`src/rtl/tinynpu_seq_pkg.sv`:
```
// tinynpu_seq_pkg: shared definitions for the TinyNPU layer sequencer.
//   NPU_LD0/MAC/LD1/OUT : encodings of the NPU trace_state input.
//   seq_state_t         : sequencer FSM states.
//   words_per_layer()   : weight words per layer (SIZE*SIZE).
package tinynpu_seq_pkg;

  localparam logic [1:0] NPU_LD0 = 2'd0;
  localparam logic [1:0] NPU_MAC = 2'd1;
  localparam logic [1:0] NPU_LD1 = 2'd2;
  localparam logic [1:0] NPU_OUT = 2'd3;

  typedef enum logic [2:0] {
    IDLE,
    LDX,
    LDW,
    DRAIN,
    GO,
    WAIT,
    FIN
  } seq_state_t;

  localparam int unsigned SEQ_SIZE_DEFAULT = 4;

  function automatic int unsigned words_per_layer(input int unsigned size);
    return size * size;
  endfunction

endpackage

```
`src/rtl/tinynpu_layer_seq_if.sv`:
```
// tinynpu_layer_seq_if: host command port of the layer sequencer.
//   cmd_val/cmd_rdy : descriptor handshake
//   cmd_x_base      : address of x word 0
//   cmd_w_base      : address of layer-0 weight word 0
//   cmd_nlayers     : layer count 0..15
// master = host side, slave = sequencer side.
interface tinynpu_layer_seq_if #(
  parameter int ADDR_W = 16
);
  logic              cmd_val;
  logic              cmd_rdy;
  logic [ADDR_W-1:0] cmd_x_base;
  logic [ADDR_W-1:0] cmd_w_base;
  logic [3:0]        cmd_nlayers;

  modport master (
    output cmd_val, cmd_x_base, cmd_w_base, cmd_nlayers,
    input  cmd_rdy
  );

  modport slave (
    input  cmd_val, cmd_x_base, cmd_w_base, cmd_nlayers,
    output cmd_rdy
  );
endinterface

```
`src/rtl/tinynpu_seq_addr_gen.sv`:
```
// tinynpu_seq_addr_gen: burst word counter for the layer sequencer.
//   clk, rst    : clock, async active-high reset
//   start       : clear the word counter (wins over step)
//   step        : advance the word counter by one
//   short_burst : 1 = SIZE-word burst (x vector), 0 = SIZE*SIZE-word burst (weights)
//   base        : burst base address
//   addr        : base + word index, wrapping modulo 2^ADDR_W
//   row         : word index / SIZE (weight-FIFO row)
//   last        : current word is the final word of the burst
module tinynpu_seq_addr_gen
  import tinynpu_seq_pkg::*;
#(
  parameter int SIZE   = 4,
  parameter int ADDR_W = 16
) (
  input  logic                      clk,
  input  logic                      rst,
  input  logic                      start,
  input  logic                      step,
  input  logic                      short_burst,
  input  logic [ADDR_W-1:0]         base,
  output logic [ADDR_W-1:0]         addr,
  output logic [$clog2(SIZE)-1:0]   row,
  output logic                      last
);
  localparam int unsigned WPL   = words_per_layer(SIZE);
  localparam int          CNT_W = $clog2(WPL);
  localparam int          ROW_W = $clog2(SIZE);

  logic [CNT_W-1:0] k;

  always_ff @(posedge clk or posedge rst) begin
    if (rst) begin
      k <= '0;
    end else if (start) begin
      k <= '0;
    end else if (step) begin
      k <= k + CNT_W'(1);
    end
  end

  always_comb begin
    addr = base + ADDR_W'(k);
    row  = ROW_W'(k / CNT_W'(SIZE));
    last = short_burst ? (k == CNT_W'(SIZE - 1)) : (k == CNT_W'(WPL - 1));
  end

endmodule

```
`src/rtl/tinynpu_layer_seq.sv`:
```
// tinynpu_layer_seq: layer sequencer between the host command port and the
// TinyNPU controller. Fetches the x vector and per-layer weights from a
// 1-cycle-latency memory, drives the NPU load strobes, then issues mac_val
// per layer and out_val after the last layer, tracking the NPU trace state.
//   clk, rst        : clock, async active-high reset (shared with the NPU)
//   cmd             : descriptor port (tinynpu_layer_seq_if.slave)
//   mem_ren/addr    : memory read request
//   npu_x_load_val, npu_w_load_val, npu_w_load_sel : NPU load strobes,
//                     request delayed one cycle to align with memory data
//   npu_mac_val, npu_out_val : NPU phase requests
//   npu_state       : NPU trace_state (LD0/MAC/LD1/OUT)
//   busy, done      : sequencer status, done is a one-cycle pulse
// Optional macro TINYNPU_SEQ_PERF_EN adds perf_cycles[31:0], a saturating
// busy-cycle counter cleared on command accept.
module tinynpu_layer_seq
  import tinynpu_seq_pkg::*;
#(
  parameter int SIZE   = 4,
  parameter int ADDR_W = 16
) (
  input  logic                    clk,
  input  logic                    rst,
  tinynpu_layer_seq_if.slave      cmd,
  output logic                    mem_ren,
  output logic [ADDR_W-1:0]       mem_addr,
  output logic                    npu_x_load_val,
  output logic                    npu_w_load_val,
  output logic [$clog2(SIZE)-1:0] npu_w_load_sel,
  output logic                    npu_mac_val,
  output logic                    npu_out_val,
  input  logic [1:0]              npu_state,
  output logic                    busy,
  output logic                    done
`ifdef TINYNPU_SEQ_PERF_EN
  ,
  output logic [31:0]             perf_cycles
`endif
);
  localparam int unsigned WPL   = words_per_layer(SIZE);
  localparam int          ROW_W = $clog2(SIZE);

  seq_state_t state, state_nx;

  logic [ADDR_W-1:0] x_base, w_base;
  logic [3:0]        nlayers, layer_cnt;
  logic              zero_pending;
  logic              accept, more_layers, loading, mac_taken;

  logic [ADDR_W-1:0] gen_base, gen_addr;
  logic [ROW_W-1:0]  gen_row;
  logic              gen_last;

  // Request-side registers; the load strobes are these delayed one cycle.
  logic              req_is_x;
  logic [ROW_W-1:0]  req_row;

  logic              ren_d, is_x_d, mac_d, out_d, done_d;
  logic [ADDR_W-1:0] addr_d;
  logic [ROW_W-1:0]  row_d;

  assign cmd.cmd_rdy = (state == IDLE) && (npu_state == NPU_LD0);
  assign accept      = cmd.cmd_val && cmd.cmd_rdy;
  assign busy        = (state != IDLE);
  assign more_layers = (layer_cnt < nlayers);
  assign loading     = (state == LDX) || (state == LDW);
  assign mac_taken   = (state == GO) && more_layers && (npu_state == NPU_MAC);
  assign gen_base    = (state == LDX) ? x_base
                                      : w_base + ADDR_W'(layer_cnt * WPL);

  tinynpu_seq_addr_gen #(
    .SIZE   (SIZE),
    .ADDR_W (ADDR_W)
  ) u_addr_gen (
    .clk         (clk),
    .rst         (rst),
    .start       (!loading || gen_last),
    .step        (loading),
    .short_burst (state == LDX),
    .base        (gen_base),
    .addr        (gen_addr),
    .row         (gen_row),
    .last        (gen_last)
  );

  // State register
  always_ff @(posedge clk or posedge rst) begin
    if (rst) begin
      state <= IDLE;
    end else begin
      state <= state_nx;
    end
  end

  // Next-state logic
  always_comb begin
    state_nx = state;
    unique case (state)
      IDLE:  if (accept && (cmd.cmd_nlayers != '0)) state_nx = LDX;
      LDX:   if (gen_last) state_nx = LDW;
      LDW:   if (gen_last) state_nx = DRAIN;
      DRAIN: state_nx = GO;
      GO: begin
        if (more_layers) begin
          if (npu_state == NPU_MAC) state_nx = WAIT;
        end else if (npu_state == NPU_OUT) begin
          state_nx = FIN;
        end
      end
      WAIT:  if (npu_state == NPU_LD1) state_nx = more_layers ? LDW : GO;
      FIN:   state_nx = IDLE;
      default: state_nx = IDLE;
    endcase
  end

  // Output logic: next values of the registered outputs. The phase requests
  // drop in the same cycle the NPU acknowledgement is sampled.
  always_comb begin
    ren_d  = loading;
    addr_d = loading ? gen_addr : '0;
    is_x_d = (state == LDX);
    row_d  = (state == LDW) ? gen_row : '0;
    mac_d  = (state == GO) && more_layers && (npu_state != NPU_MAC);
    out_d  = (state == GO) && !more_layers && (npu_state != NPU_OUT);
    done_d = (state == FIN) || zero_pending;
  end

  always_ff @(posedge clk or posedge rst) begin
    if (rst) begin
      mem_ren        <= 1'b0;
      mem_addr       <= '0;
      req_is_x       <= 1'b0;
      req_row        <= '0;
      npu_x_load_val <= 1'b0;
      npu_w_load_val <= 1'b0;
      npu_w_load_sel <= '0;
      npu_mac_val    <= 1'b0;
      npu_out_val    <= 1'b0;
      done           <= 1'b0;
    end else begin
      mem_ren        <= ren_d;
      mem_addr       <= addr_d;
      req_is_x       <= is_x_d;
      req_row        <= row_d;
      npu_x_load_val <= mem_ren && req_is_x;
      npu_w_load_val <= mem_ren && !req_is_x;
      npu_w_load_sel <= req_row;
      npu_mac_val    <= mac_d;
      npu_out_val    <= out_d;
      done           <= done_d;
    end
  end

  // Descriptor and layer bookkeeping
  always_ff @(posedge clk or posedge rst) begin
    if (rst) begin
      x_base       <= '0;
      w_base       <= '0;
      nlayers      <= '0;
      layer_cnt    <= '0;
      zero_pending <= 1'b0;
    end else begin
      zero_pending <= 1'b0;
      if (accept) begin
        x_base       <= cmd.cmd_x_base;
        w_base       <= cmd.cmd_w_base;
        nlayers      <= cmd.cmd_nlayers;
        layer_cnt    <= '0;
        zero_pending <= (cmd.cmd_nlayers == '0);
      end else if (mac_taken) begin
        layer_cnt    <= layer_cnt + 4'd1;
      end
    end
  end

`ifdef TINYNPU_SEQ_PERF_EN
  always_ff @(posedge clk or posedge rst) begin
    if (rst) begin
      perf_cycles <= '0;
    end else if (accept) begin
      perf_cycles <= '0;
    end else if (busy && (perf_cycles != '1)) begin
      perf_cycles <= perf_cycles + 32'd1;
    end
  end
`endif

endmodule

```
`src/flat_wrapper.sv`:
```
// flat-port wrapper written by rule: the top's interface ports become plain ports
module tinynpu_layer_seq_flat import tinynpu_seq_pkg::*;
#(
  parameter int SIZE   = 4,
  parameter int ADDR_W = 16
)
  (clk, rst, mem_ren, mem_addr, npu_x_load_val, npu_w_load_val, npu_w_load_sel, npu_mac_val, npu_out_val, npu_state, busy, done, cmd_cmd_val, cmd_cmd_x_base, cmd_cmd_w_base, cmd_cmd_nlayers, cmd_cmd_rdy);
  tinynpu_layer_seq_if #(.ADDR_W(ADDR_W)) cmd_i ();
  input  logic clk;
  input  logic rst;
  output logic mem_ren;
  output logic [ADDR_W-1:0] mem_addr;
  output logic npu_x_load_val;
  output logic npu_w_load_val;
  output logic [$clog2(SIZE)-1:0] npu_w_load_sel;
  output logic npu_mac_val;
  output logic npu_out_val;
  input  logic [1:0] npu_state;
  output logic busy;
  output logic done;
  input wire logic [$bits(cmd_i.cmd_val)-1:0] cmd_cmd_val;
  input wire logic [$bits(cmd_i.cmd_x_base)-1:0] cmd_cmd_x_base;
  input wire logic [$bits(cmd_i.cmd_w_base)-1:0] cmd_cmd_w_base;
  input wire logic [$bits(cmd_i.cmd_nlayers)-1:0] cmd_cmd_nlayers;
  output wire logic [$bits(cmd_i.cmd_rdy)-1:0] cmd_cmd_rdy;
  assign cmd_i.cmd_val = cmd_cmd_val;
  assign cmd_i.cmd_x_base = cmd_cmd_x_base;
  assign cmd_i.cmd_w_base = cmd_cmd_w_base;
  assign cmd_i.cmd_nlayers = cmd_cmd_nlayers;
  assign cmd_cmd_rdy = cmd_i.cmd_rdy;
  tinynpu_layer_seq #(.SIZE(SIZE), .ADDR_W(ADDR_W)) u_core (.clk(clk), .rst(rst), .cmd(cmd_i), .mem_ren(mem_ren), .mem_addr(mem_addr), .npu_x_load_val(npu_x_load_val), .npu_w_load_val(npu_w_load_val), .npu_w_load_sel(npu_w_load_sel), .npu_mac_val(npu_mac_val), .npu_out_val(npu_out_val), .npu_state(npu_state), .busy(busy), .done(done));
endmodule
```
`config.mk`:
```
export PLATFORM = sky130hd
export DESIGN_NAME = tinynpu_layer_seq_flat
export DESIGN_NICKNAME = d
export VERILOG_FILES = /design/src/rtl/tinynpu_seq_pkg.sv /design/src/rtl/tinynpu_layer_seq_if.sv /design/src/rtl/tinynpu_seq_addr_gen.sv /design/src/rtl/tinynpu_layer_seq.sv /design/src/flat_wrapper.sv
export SDC_FILE = /design/constraint.sdc
export NUM_CORES = 1
export LEC_CHECK = 0
export BUFFER_PORTS_ARGS = -buffer_cell sky130_fd_sc_hd__buf_2
export CAP_MARGIN = 20
export CORE_MARGIN = 5
export CORE_UTILIZATION = 30
export CTS_CLUSTER_SIZE = 40
export DETAILED_ROUTE_END_ITERATION = 10
export SLEW_MARGIN = 10
export SYNTH_ARGS = -nofsm -noshare
export SYNTH_HDL_FRONTEND = slang
export SYNTH_SLANG_ARGS = --single-unit
export TNS_END_PERCENT = 50
```
`constraint.sdc`:
```
create_clock -name clk -period 3.7 [get_ports clk]
set_clock_uncertainty 0.15 [all_clocks]
set_input_delay 0.74 -clock clk [delete_from_list [all_inputs] [get_ports clk]]
set_output_delay 0.74 -clock clk [all_outputs]
set_load 0.01 [all_outputs]
```
==> Implementation_results.wiki, run 1 <==
{| class="wikitable"
! Metric !! Value
|-
| Clock insertion delay at the later pin of the skew report || 330 ps
|-
| Dominant delay contributor by cell family on the critical path || simple AND/OR/NAND/NOR gates
|-
| Cell count of the worst reg-to-reg path || 14
|-
| Critical-path cell list || or3b_1 > inv_6 > nand2_1 > nand2_1 > ha_1 > inv_1 > fa_1 > nor2b_1 > o21ai_0 > a21o_1 > a21o_1 > nor3_1 > xnor2_1 > nor2_1
|-
| Initial antenna violation count || 0
|-
| DR pass1 iterations || 4
|-
| Fin crit share || 0.883
|-
| Number of global-route vias before repair || 3072
|-
| Final Cell Area || around 4600 sq um
|-
| Sum of met3 wire segment lengths after detailed routing || around 450 um
|-
| Count of antenna-violating nets left after detailed routing || 0
|-
| Worst-case headroom to the max-slew limit || 0.474
|-
| Count of yosys warnings during synthesis || 0
|-
| Crit path capture || u_core.mem_addr[10]
|-
| RR Startpoint || u_core.state[1]
|-
| Die height || 123 um
|-
| Pre-CTS setup slack || slightly above 400 ps
|-
| Most used flip-flop cell after synthesis || sky130_fd_sc_hd__dfrtp_1
|-
| Cell area after placement || approximately 4300 sq um
|-
| Most common cell after layout, fill and taps aside || sky130_fd_sc_hd__nand2_1
|-
| Max capacitance violation total || 0
|-
| Remaining global-route overflow || 0
|-
| Critical register-to-register path endpoint || u_core.mem_addr[10]
|-
| Detailed-route vias per instance || approximately 4.5
|-
| Number of pins exceeding their max-slew limit in the final report || 0
|-
| Post-route core utilization || 0.368
|-
| Fraction of layout instances using a drive strength above 1 || 0.189
|-
| Library cell used as clock root buffer || sky130_fd_sc_hd__clkbuf_16
|-
| Post-synth EDFFs || 0
|-
| Count of cell types in the netlist || 43
|-
| Setup repair after global routing missed its margin || no
|-
| Final Hold Vio Count || 0
|-
| Top Metal Used || met4
|-
| 1st-iter DRT viols || approximately 160
|-
| CP peak stage delay || 500 ps
|-
| VDD IR max || about 0.23 mV
|-
| DRC errors left || 0
|-
| Syn Area/Cell || 9.02 sq um
|-
| Worst-path fanout max || 17
|-
| Number of buffer cells added on primary ports || between 60 and 70
|-
| Synthesis-to-finish area growth || 21.0%
|-
| Detailed-route via count || 2974
|-
| Final worst path period need || ~3300 ps
|-
| Type of origin of the critical path || flop
|-
| Type of element capturing the critical path || flop
|-
| Clock tree from TritonCTS || yes
|-
| Worst endpoint data arrival time || ~3300 ps
|-
| Flop and latch count out of synthesis || 75
|-
| Hold Path Stages || 0
|-
| Worst setup path class || flop to flop
|-
| PwrDens || 770 nW/um^2
|-
| Clock transition at path regs || roughly 60 ps
|-
| Tot GR Track Use || 0.126
|-
| Wire length of the first global-routing pass || roughly 15000 um
|-
| Post-CTS Setup Bufs || 0
|-
| Total Routed Length || a little under 9000 um
|-
| Critical path buffer and inverter count || 2
|-
| Largest net degree at the start of global routing || 39
|-
| Maximum clock frequency || slightly above 300 MHz
|-
| Internal reg-to-reg setup slack || 430 ps
|-
| Post-synth net total || 480
|-
| Average detailed-routed wire length per instance || roughly 13 um
|-
| Transition time of the tightest slew-check pin || between 700 and 800 ps
|-
| Post-Syn Area || between 3000 and 4000 sq um
|-
| Num rows || 41
|-
| Width of the chip || 123 um
|-
| TritonCTS sink count || 75
|-
| CTS buffer count || 9
|-
| Wire length on met1 || 4190 um
|-
| Number of failing setup endpoints in the final timing report || 0
|-
| Number of H-tree branching levels || 3
|-
| Worst min-delay path category || flop to flop
|-
| Library cell with the largest summed area after synthesis || sky130_fd_sc_hd__dfrtp_1
|-
| Layout net count || ~550
|-
| Count of boundary I/O pins || 67
|-
| Quantity of hold-fixing buffers added after cts || 0
|-
| Status || complete, no violations
|-
| Initial standard-cell utilization of the core || 0.304
|-
| Maximum root-to-sink buffer count || 2
|-
| Least setup slack across all paths after layout || ~430 ps
|-
| CP Launch Point || u_core.state[1]
|-
| Dominant cells by area after synthesis || sky130_fd_sc_hd__dfrtp_1, sky130_fd_sc_hd__nand2_1, sky130_fd_sc_hd__ha_1
|-
| Ant diodes || 0
|-
| Data required time at the worst endpoint || 3740 ps
|-
| Core Footprint || 12600 sq um
|-
| Commonest non-fill, non-tap cells in the layout || sky130_fd_sc_hd__nand2_1, sky130_fd_sc_hd__dfrtp_1, sky130_fd_sc_hd__buf_2
|-
| Static Leakage || between 2 and 2.5 nW
|-
| WP depth || 14
|-
| Total die area || 15100 sq um
|-
| Sequential-to-total area share from yosys stat || 0.491
|-
| Post-Synthesis Cells || 424
|-
| Final sum of negative setup slack || 0 ps
|-
| Sum of met2 wire segment lengths after detailed routing || around 3900 um
|-
| Top cell type's share of synthesized area || 0.491
|-
| Synth async-reset ratio || 1.00
|-
| Cell with the biggest individual delay on the critical path || sky130_fd_sc_hd__dfrtp_1
|-
| HPWL after detailed placement || 6670 um
|-
| Final estimated routing congestion in global placement || just over 0.8
|-
| Resized cells post-CTS || 0
|}
flip-flops by register name (all words and copies together), names as in the netlist:
signal	flops
u_core.state	3
u_core.zero_pending	1
u_core.x_base	16
u_core.npu_w_load_val	1
u_core.npu_mac_val	1
u_core.npu_out_val	1
u_core.mem_ren	1
u_core.u_addr_gen.k	4
u_core.layer_cnt	4
u_core.req_is_x	1
u_core.nlayers	4
u_core.w_base	16
u_core.done	1
u_core.req_row	2
u_core.npu_w_load_sel	2
u_core.npu_x_load_val	1
u_core.mem_addr	16
synth_stat cells (4+ instances only):
cell	number
sky130_fd_sc_hd__ha_1	13
sky130_fd_sc_hd__dfrtp_1	75
sky130_fd_sc_hd__clkbuf_1	14
sky130_fd_sc_hd__and2_1	4
sky130_fd_sc_hd__xor2_1	12
sky130_fd_sc_hd__mux2i_1	10
sky130_fd_sc_hd__nor3_1	10
sky130_fd_sc_hd__nor2b_1	4
sky130_fd_sc_hd__a21o_1	7
sky130_fd_sc_hd__and3_1	6
sky130_fd_sc_hd__nor2_1	31
sky130_fd_sc_hd__a21oi_1	12
sky130_fd_sc_hd__inv_1	14
sky130_fd_sc_hd__a211oi_1	4
sky130_fd_sc_hd__nand2_1	124
sky130_fd_sc_hd__nand2b_1	5
sky130_fd_sc_hd__o21ai_0	16
sky130_fd_sc_hd__xnor2_1	9
sky130_fd_sc_hd__nand3_1	13
sky130_fd_sc_hd__nand4_1	4
how the worst min path moves through the flow:
| stage | start | end |
|---|---|---|
| after floorplan | u_core.req_row[0] | u_core.npu_w_load_sel[0] |
| after global placement | u_core.req_row[1] | u_core.npu_w_load_sel[1] |
| after detailed placement | u_core.req_row[1] | u_core.npu_w_load_sel[1] |
| after CTS | u_core.req_row[1] | u_core.npu_w_load_sel[1] |
| after global routing | u_core.req_row[1] | u_core.npu_w_load_sel[1] |
| final | u_core.req_row[1] | u_core.npu_w_load_sel[1] |
cell type report:
class	count	area [sq um]
tap	172	215
clock buffer	10	229
fill	1291	7940
multi-input combinational	316	1810
timing repair buffer	72	383
inverter	15	61.3
sequential	75	1880
clock inverter	4	53.8
metrics by stage:
| stage | hold WS [ps] | power, mW | cells |
|---|---|---|---|
| after floorplan | 181 | 2.35 | 424 |
| after global placement | 190 | 2.70 | 649 |
| after detailed placement | 186 | 2.75 | 649 |
| after CTS | 198 | 3.60 | 663 |
| after global routing | 215 | 3.87 | 664 |
| final | 195 | 3.56 | 664 |
power breakdown:
part / switching, mW / total (mW) / internal, mW
Clock: 0.315 / 0.830 / 0.515
Combinational: 0.807 / 1.37 / 0.563
Sequential: 0.241 / 1.36 / 1.12
layer usage:
layer	vias up	global-route usage
met5	-	0
met4	0	0.0483
met3	7	0.0339
met2	56	0.190
met1	1369	0.174
li1	1542	-
kinds of logic (layout without fill, tap and decap cells):
logic type	count (synthesis)	count (layout)	synth area share
flip-flops	75	75	0.491
multiplexers	10	10	0.0262
AO/OA/AOI/OAI	55	55	0.0945
AND/OR/NAND/NOR	215	215	0.251
buffers and inverters	33	101	0.0366
XOR/XNOR	21	21	0.0481
adder cells (fa/ha/maj)	15	15	0.0530
Power figures use the tool's default switching activity.
==> run 2: changes to the inputs <==
Settings changed: CORE_UTILIZATION 30 to 34.
==> Implementation_results.wiki, run 2 (same netlist as run 1, synthesis figures left out) <==
{| class="wikitable"
! Metric !! Value
|-
| VDD IR max || 0.270 mV
|-
| Number of global-route vias before repair || 2923
|-
| Worst endpoint data arrival time || about 3300 ps
|-
| Hold Crit Endpoint || u_core.npu_w_load_sel[0]
|-
| Critical register-to-register path endpoint || u_core.mem_addr[12]
|-
| Synthesis-to-finish area growth || 21.4%
|-
| Number of failing setup endpoints in the final timing report || 0
|-
| Largest net degree at the start of global routing || 45
|-
| Fraction of layout instances using a drive strength above 1 || 0.194
|-
| TritonCTS sink count || 75
|-
| Data required time at the worst endpoint || 3750 ps
|-
| Count of boundary I/O pins || between 60 and 70
|-
| Hold Path Stages || 0
|-
| Ant diodes || 0
|-
| Setup repair after global routing missed its margin || no
|-
| Post-route core utilization || 0.425
|-
| DR pass1 iterations || 4
|-
| Clock insertion delay at the later pin of the skew report || between 300 and 400 ps
|-
| Pint || about 2.3 mW
|-
| Combinational share of power || 0.378
|-
| Type of origin of the critical path || flop
|-
| Quantity of hold-fixing buffers added after cts || 0
|-
| Max capacitance violation total || 0
|-
| Library cell used as clock root buffer || sky130_fd_sc_hd__clkbuf_16
|-
| Worst setup path class || flop to flop
|-
| Source of the worst hold timing path || u_core.req_row[0]
|-
| Worst-path fanout max || 17
|-
| Die height || 116 um
|-
| Transition time of the tightest slew-check pin || around 800 ps
|-
| Status || complete, no violations
|-
| Layout net count || about 550
|-
| Cell count of the worst reg-to-reg path || 14
|-
| Core Footprint || around 11000 sq um
|-
| Final Hold Vio Count || 0
|-
| Wire length of the first global-routing pass || roughly 14000 um
|-
| Worst min-delay path category || flop to flop
|-
| Switch share || 0.372
|-
| Commonest non-fill, non-tap cells in the layout || sky130_fd_sc_hd__nand2_1, sky130_fd_sc_hd__dfrtp_1, sky130_fd_sc_hd__buf_2
|-
| Clock transition at path regs || approximately 60 ps
|-
| Detailed-route vias per instance || 4.74
|-
| Num rows || 38
|-
| Maximum clock frequency || around 300 MHz
|-
| Initial antenna violation count || 0
|-
| PwrDens || just under 800 nW/um^2
|-
| Remaining global-route overflow || 0
|-
| Tot GR Track Use || 0.135
|-
| Clock tree from TritonCTS || yes
|-
| Registers with the most flip-flops || u_core.mem_addr: 16 flops, u_core.w_base: 16 flops, u_core.x_base: 16 flops
|-
| Number of pins exceeding their max-slew limit in the final report || 0
|-
| DRC errors left || 0
|-
| Final estimated routing congestion in global placement || slightly above 0.8
|-
| HPWL after detailed placement || about 6300 um
|-
| Worst-case headroom to the max-slew limit || 0.462
|-
| Count of antenna-violating nets left after detailed routing || 0
|-
| Filler cell count || around 1100
|-
| Final worst path period need || 3290 ps
|-
| Width of the chip || roughly 120 um
|-
| Static Leakage || 2.40 nW
|-
| Internal reg-to-reg setup slack || 410 ps
|-
| Most common cell after layout, fill and taps aside || sky130_fd_sc_hd__nand2_1
|-
| Number of H-tree branching levels || 3
|-
| Share of total power in sequential cells || 0.366
|-
| Total die area || roughly 13000 sq um
|-
| Initial standard-cell utilization of the core || 0.350
|-
| Resized cells post-CTS || 0
|-
| Type of element capturing the critical path || flop
|-
| Number of buffer cells added on primary ports || 66
|-
| Post-CTS Setup Bufs || 0
|-
| 1st-iter DRT viols || 169
|-
| Clock network power share || 0.256
|-
| Final sum of negative setup slack || 0 ps
|-
| Detailed-route via count || 3003
|-
| Net switching power of the design || about 1.4 mW
|-
| Maximum root-to-sink buffer count || 2
|-
| Total Routed Length || ~8500 um
|-
| Average detailed-routed wire length per instance || around 13 um
|-
| CTS buffer count || 9
|-
| RR Startpoint || u_core.state[0]
|-
| Fin crit share || 0.888
|}
## run 2: cell types whose count changed in the layout (fill, tap and decap cells not counted), sizes merged
| cell | previous run | this run |
|---|---|---|
| clkbuf | 10 | 11 |
| clkinv | 1 | 3 |
| bufinv | 1 | 2 |
| clkinvlp | 2 | 0 |
## run 2: how the worst max path moves through the flow
| stage | from | end | slack [ps] |
|---|---|---|---|
| 2_1_floorplan | u_core.state[1] | u_core.mem_addr[12] | 600 |
| 4_1_cts | u_core.state[0] | u_core.mem_addr[12] | 390 |
| 3_3_place_gp | u_core.state[0] | u_core.mem_addr[12] | 530 |
| 5_1_grt | u_core.state[0] | u_core.mem_addr[12] | 170 |
| 3_5_place_dp | u_core.state[0] | u_core.mem_addr[12] | 400 |
| 6_report | u_core.state[0] | u_core.mem_addr[12] | 410 |
## run 2: power groups by stage
stage | Sequential (mW) | Clock (mW) | Combinational (mW)
4_1_cts | 1.35 | 0.968 | 1.40
3_5_place_dp | 1.36 | 0 | 1.38
3_3_place_gp | 1.35 | 0 | 1.35
6_report | 1.35 | 0.941 | 1.39
5_1_grt | 1.39 | 1.00 | 1.58
2_1_floorplan | 1.31 | 0 | 1.05
## run 2: routing by layer
layer / wire length [um] / GRT usage / up-vias
met5: 0 / 0 / -
met4: 179 / 0.0681 / 0
met3: 382 / 0.0256 / 12
met2: 3750 / 0.206 / 61
met1: 4150 / 0.183 / 1387
li1: - / - / 1543
## run 2: cell type report
type                    count  area, sq um  area share
multi-input cells         316         1810       0.389
repair buffers             72          395      0.0851
inverters                  15         61.3      0.0132
well taps                 140          175      0.0377
clock buffers              11          253      0.0544
flip-flops and latches     75         1880       0.404
clock inverters             5         75.1      0.0162
## run 2: stage by stage
step           std cells  cell area (sq um)  hold WS, ps  setup slack [ps]  total power, mW
5_1_grt              634               4640          199               173             3.97
4_1_cts              633               4630          197               392             3.71
6_report             634               4640          195               413             3.68
3_5_place_dp         617               4300          185               399             2.74
2_1_floorplan        424               3820          181               601             2.35
3_3_place_gp         617               4300          187               532             2.70
## run 2: critical path, stage by stage (launching register included)
cell	delay, ps
sky130_fd_sc_hd__dfrtp_1	550
sky130_fd_sc_hd__or3b_1	470
sky130_fd_sc_hd__inv_6	160
sky130_fd_sc_hd__nand2_1	70
sky130_fd_sc_hd__nand2_1	60
sky130_fd_sc_hd__ha_1	150
sky130_fd_sc_hd__inv_1	50
sky130_fd_sc_hd__fa_1	370
sky130_fd_sc_hd__nor2b_1	160
sky130_fd_sc_hd__o21ai_0	120
sky130_fd_sc_hd__a21o_1	200
sky130_fd_sc_hd__a21o_1	200
sky130_fd_sc_hd__nor3_1	230
sky130_fd_sc_hd__xor2_1	160
sky130_fd_sc_hd__nor2_1	50
